File: src/rtl/seg_scan_ctrl_pkg.sv
// Shared display definitions for the seven-segment scan controller.
package seg_scan_ctrl_pkg;

    localparam int unsigned NUM_DIGITS = 4;
    localparam int unsigned NIBBLE_W   = 4;
    localparam int unsigned VALUE_W    = NUM_DIGITS * NIBBLE_W;

    localparam logic [7:0] SEG_OFF = 8'hFF;
    localparam logic [3:0] AN_OFF  = 4'b1111;

    typedef enum logic {
        BLANK = 1'b0,
        DRIVE = 1'b1
    } state_t;

    // Display payload held in both the pending and active copies.
    typedef struct packed {
        logic [VALUE_W-1:0]    value;
        logic [NUM_DIGITS-1:0] dp;
        logic [NUM_DIGITS-1:0] blank;
    } disp_t;

endpackage

File: src/rtl/seg_scan_ctrl_dec.sv
// numToSeg-compatible BCD to seven-segment decoder, active-low, [6:0] = g..a.
module seg_scan_ctrl_dec (
    input  logic [3:0] num,
    output logic [6:0] seg_c
);

    // Non-decimal codes light nothing.
    always_comb begin
        seg_c = 7'h7F;
        case (num)
            4'd0:    seg_c = 7'h40;
            4'd1:    seg_c = 7'h79;
            4'd2:    seg_c = 7'h24;
            4'd3:    seg_c = 7'h30;
            4'd4:    seg_c = 7'h19;
            4'd5:    seg_c = 7'h12;
            4'd6:    seg_c = 7'h02;
            4'd7:    seg_c = 7'h78;
            4'd8:    seg_c = 7'h00;
            4'd9:    seg_c = 7'h10;
            default: seg_c = 7'h7F;
        endcase
    end

endmodule

File: src/rtl/seg_scan_ctrl.sv
// Four-digit common-anode display scanner with ghost blanking and
// frame-boundary updates of the displayed value.
module seg_scan_ctrl
    import seg_scan_ctrl_pkg::*;
#(
    parameter int unsigned REFRESH_DIV  = 100000,
    parameter int unsigned BLANK_CYCLES = 64
) (
    input  logic        clk,
    input  logic        rst_n,
    input  logic [15:0] value_in,
    input  logic [3:0]  dp_in,
    input  logic [3:0]  blank_in,
    input  logic        lzs_en,
    input  logic        load,
    output logic [7:0]  seg,
    output logic [3:0]  an,
    output logic        frame_start
);

    localparam int unsigned CW = (REFRESH_DIV > 1) ? $clog2(REFRESH_DIV) : 1;
    localparam logic [CW-1:0] CNT_LAST  = CW'(REFRESH_DIV - 1);
    localparam logic [CW-1:0] BLANK_END = CW'(BLANK_CYCLES - 1);

    logic [CW-1:0] cnt;
    logic [1:0]    idx;
    state_t        state;
    disp_t         pending;
    disp_t         active;

    disp_t         load_word;
    logic          commit;
    logic [3:0]    nibble;
    logic [6:0]    dec_seg;
    logic          upper_zero;
    logic          digit_off;

    assign load_word = '{value: value_in, dp: dp_in, blank: blank_in};

    // First cycle of digit 0's slot is the frame boundary (also right after reset).
    assign commit = (cnt == '0) && (idx == 2'd0);

    assign nibble = active.value[{idx, 2'b00} +: 4];

    seg_scan_ctrl_dec u_dec (
        .num   (nibble),
        .seg_c (dec_seg)
    );

    // Current digit and every digit above it are zero; digit 0 is never suppressed.
    always_comb begin
        upper_zero = 1'b0;
        case (idx)
            2'd1:    upper_zero = (active.value[15:4]  == 12'h000);
            2'd2:    upper_zero = (active.value[15:8]  == 8'h00);
            2'd3:    upper_zero = (active.value[15:12] == 4'h0);
            default: upper_zero = 1'b0;
        endcase
    end

    assign digit_off = active.blank[idx] | (lzs_en & upper_zero);

    // Slot sequencing, frame commit and registered segment/anode drive.
    always_ff @(posedge clk or negedge rst_n) begin
        if (!rst_n) begin
            cnt         <= '0;
            idx         <= 2'd0;
            state       <= BLANK;
            pending     <= '0;
            active      <= '0;
            seg         <= SEG_OFF;
            an          <= AN_OFF;
            frame_start <= 1'b0;
        end else begin
            frame_start <= commit;

            if (load) begin
                pending <= load_word;
            end
            if (commit) begin
                active <= load ? load_word : pending;
            end

            if (cnt == CNT_LAST) begin
                cnt   <= '0;
                idx   <= idx + 2'd1;
                state <= BLANK;
            end else begin
                cnt <= cnt + CW'(1);
                if (cnt == BLANK_END) begin
                    state <= DRIVE;
                end
            end

            if (state == DRIVE) begin
                an  <= ~(4'b0001 << idx);
                seg <= digit_off ? SEG_OFF : {~active.dp[idx], dec_seg};
            end else begin
                an  <= AN_OFF;
                seg <= SEG_OFF;
            end
        end
    end

endmodule

File: config.mk
export PLATFORM = sky130hd
export DESIGN_NAME = seg_scan_ctrl
export DESIGN_NICKNAME = d
export VERILOG_FILES = /design/src/rtl/seg_scan_ctrl_pkg.sv /design/src/rtl/seg_scan_ctrl_dec.sv /design/src/rtl/seg_scan_ctrl.sv
export SDC_FILE = /design/constraint.sdc
export NUM_CORES = 1
export LEC_CHECK = 0
export BUFFER_PORTS_ARGS = -buffer_cell sky130_fd_sc_hd__buf_2
export CAP_MARGIN = 20
export CORE_AREA = 2 2 76 96
export CTS_BUF_LIST = sky130_fd_sc_hd__clkbuf_8 sky130_fd_sc_hd__clkbuf_16
export DETAILED_ROUTE_END_ITERATION = 6
export DIE_AREA = 0 0 78 98
export GPL_ROUTABILITY_DRIVEN = 0
export PLACE_DENSITY = 0.71
export RECOVER_POWER = 25
export SLEW_MARGIN = 20
export SYNTH_ARGS = -nofsm -noshare
export SYNTH_HDL_FRONTEND = slang
export SYNTH_SLANG_ARGS = --single-unit
File: constraint.sdc
create_clock -name clk -period 5.15 [get_ports clk]
set_input_delay 1.03 -clock clk [delete_from_list [all_inputs] [get_ports clk]]
set_output_delay 1.03 -clock clk [all_outputs]
set_load 0.1 [all_outputs]
==> run_results.csv, run 1 <==
group,metric,value,unit
grt,global_route_wire_length_before_repair,10100,um
grt,globalRouteTotalUtil,17.2,%
cells_and_area,num_antenna_cells,0,
flow_run,max_cap_violations,1,
floorplan,core_area,6810,sq um
synth,synthXorXnorAreaFrac,3.44,%
timing,timing.final.hold_violations,0,
place,postPlaceCellArea,3830,sq um
cells_and_area,area.growth.synth_to_final,14.3,%
power_and_ir_drop,power_density,313,nW/um^2
routing,vias_per_cell,5.28,
timing,finalHoldWorstSlack,0.498,ns
routing,route.top_layer_used,"met4",
grt,antenna_found_initial,1,
synth,synth-seq-area-share,57.2,%
floorplan,initial_utilization,52.4,%
synth,synth_edf_count,0,
outcome,failing_checks,"max-capacitance violations, max-slew violations",
synth,compound_gate_portion_of_the_synthesized_area,3.23,%
synth,synth_top_family_by_area,"multiplexers",
synth,post_synth_main_area_contributors,"sky130_fd_sc_hd__dfrtp_1 48%, sky130_fd_sc_hd__mux2_2 15%, sky130_fd_sc_hd__dfstp_2 8.8%, sky130_fd_sc_hd__ha_1 3.9%, sky130_fd_sc_hd__mux4_2 3.8%",
worst_setup_path,crit_chain,"inv_1, ha_1, a211o_1, a211oi_1, o21ai_0",
worst_setup_path,required,5.38,ns
worst_setup_path,r2r_end,"seg[2]",
routing,drt_iter0_markers,100,
clock_tree,cts_buffer_depth,2,
timing,timing_worst_slew_pin_value,1.56,ns
timing,report.final.slew_viol_count,29,
timing,finalSetupViolations,0,
synth,synthArstFlopShare,100,%
floorplan,fp.dieArea,7640,sq um
grt,grt-ovfl-total,0,
clock_tree,cts_buffer_count,9,
floorplan,num_io_pins,41,
floorplan,die_height,98,um
clock_tree,tritoncts,"yes",
timing,maxClockFrequency,0.424,GHz
cells_and_area,mostFrequentLayoutCell,"sky130_fd_sc_hd__dfrtp_1",
routing,via_count,2132,
worst_setup_path,worst_r2r_path_depth,5,
worst_setup_path,worst_path_max_delay_cell,"sky130_fd_sc_hd__a211oi_1",
routing,ant_nets,0,
timing,final_period_minus_worst_setup_slack,2.36,ns
routing,drt-met1-wl,2460,um
outcome,outcome,"complete, but fails checks",
timing,worst_slew_margin_rel,-4.16,%
routing,route.final.wire_length,6050,um
synth,muxShareOfSynthArea,19.5,%
clock_tree,cts_htree_levels,3,
place,place.detailed.hpwl,4260,um
timing,skew_final,0.00711,ns
worst_setup_path,endpoint_kind,"flop",
synth,yosys_warnings,0,
timing,totalNegativeSetupSlack,0,ns
worst_setup_path,path_class,"flop to flop",
synth,netlist_area,3570,sq um
place,placedCellCount,387,
routing,met3RoutedLength,210,um
synth,synthDominantAreaCellType,"sky130_fd_sc_hd__dfrtp_1",
worst_setup_path,worst_r2r_startpoint,"idx[0]",
timing,final_clock_period_utilization_by_the_worst_path,45.8,%
worst_setup_path,crit_arrival,2.59,ns
synth,synth.ff_latch_count,81,
worst_setup_path,reg_to_reg_setup_timing_slack,2.79,ns
cells_and_area,fin_area,4080,sq um
synth,synthesized_area_per_cell,13.4,sq um
floorplan,rows,34,
synth,ys_types,36,
cells_and_area,share_of_cells_above_drive_strength_1,40.8,%
routing,drt-pass1-iter-count,4,
clock_tree,clock_insertion_delay_worst_skew,0.35,ns
synth,ys_dominant_reg_cell,"sky130_fd_sc_hd__dfrtp_1",
clock_tree,cts_resized,0,
synth,simple_logic_cell_fraction_of_the_synthesized_area,9.47,%
min_path,min-delay-start,"pending[22]",
worst_setup_path,critPathMaxFanout,9,
clock_tree,clock_pin_transition_on_the_worst_setup_and_hold_timing_paths,0.08,ns
grt,via_count_of_the_first_global_routing_pass,2112,
power_and_ir_drop,static-leakage-power,0.00179,uW
synth,area_share_of_fa_ha_maj_cells_after_synthesis,3.86,%
routing,route.detailed.drc,0,
timing,grt_setup_unrepaired,"no",
routing,routed_wire_length_per_instance,15.0,um
synth,syn_nets,306,
clock_tree,post_cts_hold_buffer_count,0,
synth,postSynthCellCount,267,
floorplan,die_width,78,um
clock_tree,post_cts.repair.setup_buffers,0,
min_path,min_path_type,"flop to flop",
grt,grt_start_max_net_pins,82,
place,port_buffers,40,
clock_tree,clockRootBuffer,"sky130_fd_sc_hd__clkbuf_8",
power_and_ir_drop,post-layout-total-power,1280,uW
synth,synth_largest_type_area_fraction,48.4,%
min_path,worst_hold_path.endpoint,"pending[22]",
worst_setup_path,cp-start-kind,"flop",
power_and_ir_drop,vdd.ir_drop.worst,0.158,mV
cells_and_area,non_filler_instance_count_after_layout,404,
worst_setup_path,cp_slowest_stage_delay,0.75,ns
min_path,min_delay_path_depth,1,
cells_and_area,layout.cells.most_common_list,"69 x sky130_fd_sc_hd__dfrtp_1, 49 x sky130_fd_sc_hd__mux2_2, 39 x sky130_fd_sc_hd__buf_2",
cells_and_area,finish.net_count,348,
clock_tree,clock_sinks,81,
routing,wl_met2,3240,um
sequential cells by signal (all words and copies together) (netlist names):
register / flops
cnt: 17
active: 24
idx: 2
seg: 8
frame_start: 1
pending: 24
an: 4
state: 1
synthesized netlist by cell type, types with 3 or more instances:
cell and instances:
sky130_fd_sc_hd__dfrtp_1 69, sky130_fd_sc_hd__xnor2_1 5, sky130_fd_sc_hd__nor3_1 5, sky130_fd_sc_hd__nand3_1 7, sky130_fd_sc_hd__clkbuf_1 8, sky130_fd_sc_hd__nor2_1 13, sky130_fd_sc_hd__nor4_1 5, sky130_fd_sc_hd__mux4_2 6
sky130_fd_sc_hd__ha_1 11, sky130_fd_sc_hd__nand2_1 12, sky130_fd_sc_hd__o21ai_0 7, sky130_fd_sc_hd__mux2_2 49, sky130_fd_sc_hd__inv_1 14, sky130_fd_sc_hd__nand4_1 5, sky130_fd_sc_hd__dfstp_2 12, sky130_fd_sc_hd__a21oi_1 3
sky130_fd_sc_hd__xor2_1 9
critical path, delay by kind of cell, from the launching register on:
family | cells | cell delay [ns]
fa+ha+maj | 1 | 0.25
flops | 1 | 0.62
compound gates | 3 | 1.20
buf+inv | 1 | 0.16
how the worst max path moves through the flow:
stage	from	end	slack [ns]
2_1_floorplan	load	active[10]	2.81
3_3_place_gp	load	active[1]	2.83
3_5_place_dp	idx[0]	seg[2]	2.81
4_1_cts	idx[0]	seg[3]	2.80
5_1_grt	idx[0]	seg[2]	2.40
6_report	idx[0]	seg[2]	2.79
cells by family (layout without fill, tap and decap cells):
kind of cell / count (synthesis) / in the layout
flops: 81 / 81
mux: 56 / 56
compound gates: 18 / 18
xor+xnor: 14 / 14
simple gates: 61 / 61
fa+ha+maj: 11 / 11
buf+inv: 26 / 73
per-layer routing:
layer	GRT usage [%]	up-vias
met4	8.91	0
met2	29.1	28
met5	0	-
met1	20.2	1071
met3	4.07	10
li1	-	1023
per-stage QoR:
step	setup WS, ns	utilization, %
6_report	2.79	59.9
2_1_floorplan	2.81	-
5_1_grt	2.40	59.9
4_1_cts	2.80	59.6
3_3_place_gp	2.83	56.3
3_5_place_dp	2.81	56.3
power breakdown:
group	leakage, uW	internal (uW)	switching, uW	total (uW)
clock	0.000107	273	229	501
combinational	0.000707	47.6	42.4	90.0
sequential	0.000981	669	15.8	685
layout make-up:
cell class / count / area [sq um]
clock buffer: 9 / 124
timing repair buffer: 43 / 241
fill: 550 / 2730
tap: 90 / 113
multi-input combinational: 160 / 1410
clock inverter: 7 / 96.3
sequential: 81 / 2040
inverter: 14 / 52.6
Power figures use the tool's default switching activity.
==> inputs of run 2 (changes only) <==
Settings changed: CORE_AREA 2 2 76 96 to 2 2 78 98, DIE_AREA 0 0 78 98 to 0 0 80 100.
Clock period 5.15 ns to 1.9 ns, I/O delays scaled along.
==> run 2 against run 1 <==
Effect of this change:
- the flow now finishes without violations
- setup slack got worse by 2.7 ns
- sequential power rose to 2.7 times the previous value
- clock power rose to 2.7 times the previous value
- wire length increased by 7.2%
- critical path depth is the same
- clock skew hardly changed
- via count increased by 5.7%
- die area rose by 4.7%
- power rose to 2.7 times the previous value
- clock-buffer cell count stayed put
- highest routed layer unchanged
==> run_results.csv, run 2 (same netlist as run 1, synthesis figures left out) <==
group,metric,value,unit
outcome,outcome,"complete, no violations",
power_and_ir_drop,p_sw,763,uW
worst_setup_path,path_class,"flop to flop",
cells_and_area,fin_area,4330,sq um
routing,via_count,2254,
power_and_ir_drop,power_switching_share,22.2,%
routing,routed_wire_length_per_instance,15.1,um
power_and_ir_drop,static-leakage-power,0.00194,uW
floorplan,core_area,7180,sq um
power_and_ir_drop,pwr-share-comb,7.5,%
grt,antenna_found_initial,0,
routing,drt_iter0_markers,83,
timing,skew_final,0.00696,ns
routing,wl_met2,3540,um
timing,setup_slack,0.0533,ns
worst_setup_path,cp-start-kind,"flop",
power_and_ir_drop,power_report.internal_total,2670,uW
routing,drt-met1-wl,2630,um
routing,ant_nets,0,
timing,timing.final.hold_violations,0,
place,place.detailed.hpwl,4690,um
clock_tree,clock_pin_transition_on_the_worst_setup_and_hold_timing_paths,0.08,ns
routing,drt-pass1-iter-count,4,
clock_tree,cts_buffer_depth,2,
power_and_ir_drop,post-layout-total-power,3440,uW
grt,grt_start_max_net_pins,38,
timing,finalSetupViolations,0,
floorplan,die_width,80,um
clock_tree,clockRootBuffer,"sky130_fd_sc_hd__clkbuf_8",
grt,via_count_of_the_first_global_routing_pass,2340,
routing,route.final.wire_length,6490,um
clock_tree,clock_insertion_delay_worst_skew,0.35,ns
place,postPlaceCellArea,4060,sq um
cells_and_area,top_regs,"active x24, pending x24, cnt x17",
cells_and_area,share_of_cells_above_drive_strength_1,43.8,%
min_path,min_path_type,"input port to flop",
routing,met3RoutedLength,201,um
place,placement.setup.worst_slack,-0.0830,ns
routing,route.detailed.drc,0,
power_and_ir_drop,power.share.sequential,53.9,%
cells_and_area,layout.cells.most_common_list,"68 x sky130_fd_sc_hd__dfrtp_1, 38 x sky130_fd_sc_hd__buf_2, 36 x sky130_fd_sc_hd__mux2_2",
floorplan,num_io_pins,41,
clock_tree,clock_sinks,81,
worst_setup_path,crit_arrival,2.08,ns
timing,final_clock_period_utilization_by_the_worst_path,97.2,%
timing,grt_setup_unrepaired,"yes",
place,port_buffers,40,
clock_tree,tritoncts,"yes",
floorplan,rows,35,
grt,global_route_wire_length_before_repair,10800,um
timing,timing_worst_slew_pin_value,0.724,ns
worst_setup_path,critPathMaxFanout,25,
cells_and_area,area.growth.synth_to_final,21.3,%
power_and_ir_drop,clkPwrFrac,38.6,%
flow_run,max_cap_violations,0,
cells_and_area,finish.net_count,372,
floorplan,fp.dieArea,8000,sq um
worst_setup_path,endpoint_kind,"flop",
timing,final_period_minus_worst_setup_slack,1.85,ns
cells_and_area,num_antenna_cells,0,
timing,totalNegativeSetupSlack,0,ns
power_and_ir_drop,vdd.ir_drop.worst,0.474,mV
power_and_ir_drop,power_density,794,nW/um^2
floorplan,die_height,100,um
grt,grt-ovfl-total,0,
worst_setup_path,required,2.13,ns
clock_tree,cts_htree_levels,3,
timing,report.final.slew_viol_count,0,
timing,worst_slew_margin_rel,51.7,%
floorplan,initial_utilization,49.7,%
grt,globalRouteTotalUtil,18.0,%
cells_and_area,mostFrequentLayoutCell,"sky130_fd_sc_hd__dfrtp_1",
routing,route.top_layer_used,"met4",
clock_tree,cts_buffer_count,9,
timing,finalHoldWorstSlack,0.265,ns
timing,maxClockFrequency,0.541,GHz
routing,vias_per_cell,5.24,
==> run 2: changes by cell type in the layout (fill, tap and decap cells not counted), sizes merged <==
cell / change
buf: +22
clkbuf: +1
clkinv: -1
dlygate4sd3: +1
inv: +1
==> run 2: layer usage <==
| metal | vias to the layer above | GRT usage, % |
|---|---|---|
| met3 | 11 | 4.86 |
| met1 | 1137 | 20.6 |
| met4 | 0 | 6.65 |
| met5 | - | 0 |
| met2 | 31 | 31.9 |
| li1 | 1075 | - |
==> run 2: area by class of cell <==
| class | instances | area (sq um) |
|---|---|---|
| sequential | 81 | 2040 |
| fill | 587 | 2860 |
| timing repair buffer | 67 | 442 |
| clock inverter | 7 | 87.6 |
| multi-input combinational | 160 | 1460 |
| clock buffer | 9 | 124 |
| inverter | 14 | 52.6 |
| tap | 92 | 115 |
==> run 2: power by group through the flow <==
stage	clock network (uW)	logic, uW	registers (uW)
floorplan	0	160	1870
global placement	0	257	1880
detailed placement	0	266	1890
CTS	1360	269	1850
global route	1440	290	1860
finish	1330	259	1850
==> run 2: repair_timing <==
item | 4_1_cts | 5_1_grt
hold buffers | 1 | 0
hold endpoints to repair | 18 | 0
gates resized for setup | 1 | 6
cloned | 0 | 0
setup buffers | 0 | 3
setup endpoints to repair | 14 | 32
pin swaps | 0 | 1
==> run 2: through the flow <==
stage | cells | util [%]
6_report | 430 | 60.2
5_1_grt | 430 | 60.2
4_1_cts | 427 | 59.6
3_5_place_dp | 410 | 56.5
3_3_place_gp | 410 | 56.5
2_1_floorplan | 267 | -
==> run 2: path summary, 6_finish.rpt <==
path | startpoint | end | slack (ns) | cells after the start
min reg2reg | pending[14] | pending[14] | 0.49 | 1
max in group asynchronous | rst_n | an[2] | 0.50 | 3
min in group asynchronous | rst_n | pending[8] | 0.61 | 2
min | value_in[6] | pending[14] | 0.26 | 2
max | cnt[13] | active[0] | 0.05 | 5
max reg2reg | cnt[13] | active[0] | 0.05 | 5
==> run 2: worst max-delay path: stages, from the launching register on <==
cell and delay, ns:
sky130_fd_sc_hd__dfrtp_1 0.41, sky130_fd_sc_hd__nor4_4 0.29, sky130_fd_sc_hd__nand3_2 0.14, sky130_fd_sc_hd__nor4_4 0.32
sky130_fd_sc_hd__buf_12 0.22, sky130_fd_sc_hd__mux2_2 0.35
==> inputs of run 3 (changes only) <==
Settings changed: CELL_PAD_IN_SITES_DETAIL_PLACEMENT from default to 1, CELL_PAD_IN_SITES_GLOBAL_PLACEMENT from default to 1, CORE_AREA 2 2 78 98 to 2 2 85 107, DIE_AREA 0 0 80 100 to 0 0 87 109, PLACE_DENSITY 0.71 to 0.72.
==> run 3 against run 2 <==
Effect of this change:
- the flow now finishes with violations (negative setup slack)
- critical path depth unchanged
- sequential share of layout area shrank 2.5 points
- wire length increased by 25%
- setup slack worse by 0.11 ns
- clock skew increased by 0.0019 ns
- flip-flop and latch count is the same
- sequential power about the same
- non-clock buffer count increased by 6
- worst hold slack improved by 0.0044 ns
- via count is 4.3% higher
- critical path type unchanged
- largest power group unchanged
- highest routed layer is now met5
==> run_results.csv, run 3 (same netlist as run 1, synthesis figures left out) <==
group,metric,value,unit
clock_tree,clock_insertion_delay_worst_skew,0.35,ns
floorplan,die_height,109,um
cells_and_area,layout.cells.most_common_list,"68 x sky130_fd_sc_hd__dfrtp_1, 39 x sky130_fd_sc_hd__buf_2, 24 x sky130_fd_sc_hd__buf_4",
timing,final_clock_period_utilization_by_the_worst_path,103,%
grt,via_count_of_the_first_global_routing_pass,2574,
clock_tree,cts_buffer_depth,2,
place,place.detailed.hpwl,5470,um
clock_tree,cts_buffer_count,9,
outcome,failing_checks,"negative setup slack",
timing,maxClockFrequency,0.510,GHz
cells_and_area,finish.net_count,378,
floorplan,initial_utilization,41.9,%
cells_and_area,share_of_cells_above_drive_strength_1,43.4,%
clock_tree,clock_pin_transition_on_the_worst_setup_and_hold_timing_paths,0.08,ns
timing,setup_slack,-0.0597,ns
floorplan,num_io_pins,41,
power_and_ir_drop,power.share.sequential,47.9,%
worst_setup_path,path_class,"flop to flop",
timing,totalNegativeSetupSlack,-1.10,ns
cells_and_area,multi_input_area,1540,sq um
floorplan,fp.dieArea,9480,sq um
grt,grt-ovfl-total,0,
floorplan,core_area,8510,sq um
outcome,outcome,"complete, but fails checks",
floorplan,die_width,87,um
clock_tree,clock_sinks,81,
power_and_ir_drop,power_density,850,nW/um^2
routing,ant_nets,0,
place,port_buffers,40,
worst_setup_path,cp-start-kind,"flop",
routing,route.final.wire_length,8100,um
power_and_ir_drop,pwr-share-comb,7.3,%
timing,final_period_minus_worst_setup_slack,1.96,ns
timing,timing_worst_slew_pin_value,1.22,ns
cells_and_area,mostFrequentLayoutCell,"sky130_fd_sc_hd__dfrtp_1",
routing,drt-pass1-iter-count,4,
routing,drt_iter0_markers,94,
grt,grt_start_max_net_pins,31,
clock_tree,tritoncts,"yes",
clock_tree,cts_htree_levels,3,
routing,route.detailed.drc,0,
cells_and_area,num_antenna_cells,0,
cells_and_area,register_area,2040,sq um
clock_tree,clockRootBuffer,"sky130_fd_sc_hd__clkbuf_8",
timing,grt_setup_unrepaired,"yes",
cells_and_area,filler_cell_count,874,
worst_setup_path,critPathMaxFanout,6,
timing,skew_final,0.00885,ns
grt,global_route_wire_length_before_repair,12400,um
worst_setup_path,endpoint_kind,"flop",
routing,via_count,2350,
grt,antenna_found_initial,1,
timing,finalSetupViolations,24,
floorplan,rows,38,
power_and_ir_drop,power_report.internal_total,3090,uW
timing,timing.final.hold_violations,0,
flow_run,max_cap_violations,0,
timing,worst_slew_margin_rel,18.6,%
cells_and_area,area.growth.synth_to_final,28.0,%
power_and_ir_drop,power_switching_share,20.4,%
worst_setup_path,crit_arrival,2.20,ns
worst_setup_path,required,2.14,ns
cells_and_area,top_regs,"active x24, pending x24, cnt x17",
routing,routed_wire_length_per_instance,18.3,um
timing,finalHoldWorstSlack,0.269,ns
routing,vias_per_cell,5.30,
power_and_ir_drop,static-leakage-power,0.00207,uW
grt,globalRouteTotalUtil,17.6,%
min_path,min_path_type,"input port to flop",
timing,report.final.slew_viol_count,0,
power_and_ir_drop,clkPwrFrac,44.8,%
power_and_ir_drop,vdd.ir_drop.worst,0.312,mV
power_and_ir_drop,p_sw,792,uW
[run 3: cell types whose count changed in the layout (fill, tap and decap cells not counted), sizes merged]
cell / before / now
buf: 64 / 68
bufinv: 2 / 5
clkbuf: 11 / 12
clkinvlp: 2 / 0
dlymetal6s2s: 0 / 1
inv: 16 / 14
[run 3: path summary, 6_finish.rpt]
path,from,to,slack (ns),depth (start not counted)
hold reg to reg,state,an[0],0.48,1
setup reg to reg,cnt[15],active[0],-0.06,5
setup / recovery,cnt[15],active[0],-0.06,5
hold / removal,value_in[5],pending[13],0.27,2
max in group asynchronous,rst_n,an[2],0.50,3
min in group asynchronous,rst_n,pending[4],0.63,2
[run 3: area by class of cell]
| type | instances | share of cell area, % |
|---|---|---|
| Multi-Input combinational cell | 160 | 33.7 |
| Tap cell | 100 | 2.74 |
| Clock buffer | 9 | 2.71 |
| Sequential cell | 81 | 44.8 |
| Inverter | 14 | 1.15 |
| Clock inverter | 6 | 3.40 |
| Timing Repair Buffer | 73 | 11.5 |
[run 3: worst max-delay path, stage by stage (launching register included)]
cell and delay, ns:
sky130_fd_sc_hd__dfrtp_1 0.38, sky130_fd_sc_hd__or4_4 0.55, sky130_fd_sc_hd__nor4_4 0.27, sky130_fd_sc_hd__buf_6 0.18
sky130_fd_sc_hd__buf_6 0.14, sky130_fd_sc_hd__mux2_2 0.33
[run 3: per-stage QoR]
step / setup WS, ns / std cells / util (%) / cell area (sq um) / power (uW)
6_report: -0.0597 / 443 / 53.6 / 4560 / 3880
5_1_grt: -0.101 / 443 / 53.6 / 4560 / 4040
4_1_cts: -0.0339 / 438 / 51.5 / 4390 / 3910
3_5_place_dp: -0.0289 / 422 / 48.1 / 4100 / 2160
3_3_place_gp: -0.000683 / 422 / 48.1 / 4100 / 2150
2_1_floorplan: -0.0280 / 267 / - / 3610 / 2030
[run 3: power groups by stage]
stage	sequential [uW]	clock (uW)	combinational (uW)
after CTS	1860	1780	274
after global routing	1870	1850	315
final	1860	1740	283
after detailed placement	1890	0	269
after floorplan	1870	0	160
after global placement	1890	0	260
[run 3: what timing repair did]
action / in CTS / in global routing
endpoints found under the hold margin: 21 / 0
hold buffers: 1 / 0
gates cloned: 0 / 3
resized for setup: 1 / 29
setup buffers: 0 / 2
pin swaps: 1 / 4
endpoints found under the setup margin: 26 / 42
[run 3: metal layers]
metal  GRT usage [%]  wire length, um  vias to the layer above
met4            5.69              170                        2
met1            18.6             3110                     1213
met3            4.77              200                       13
met2            33.1             4600                       35
li1                -                -                     1087
met5               0               19                        -
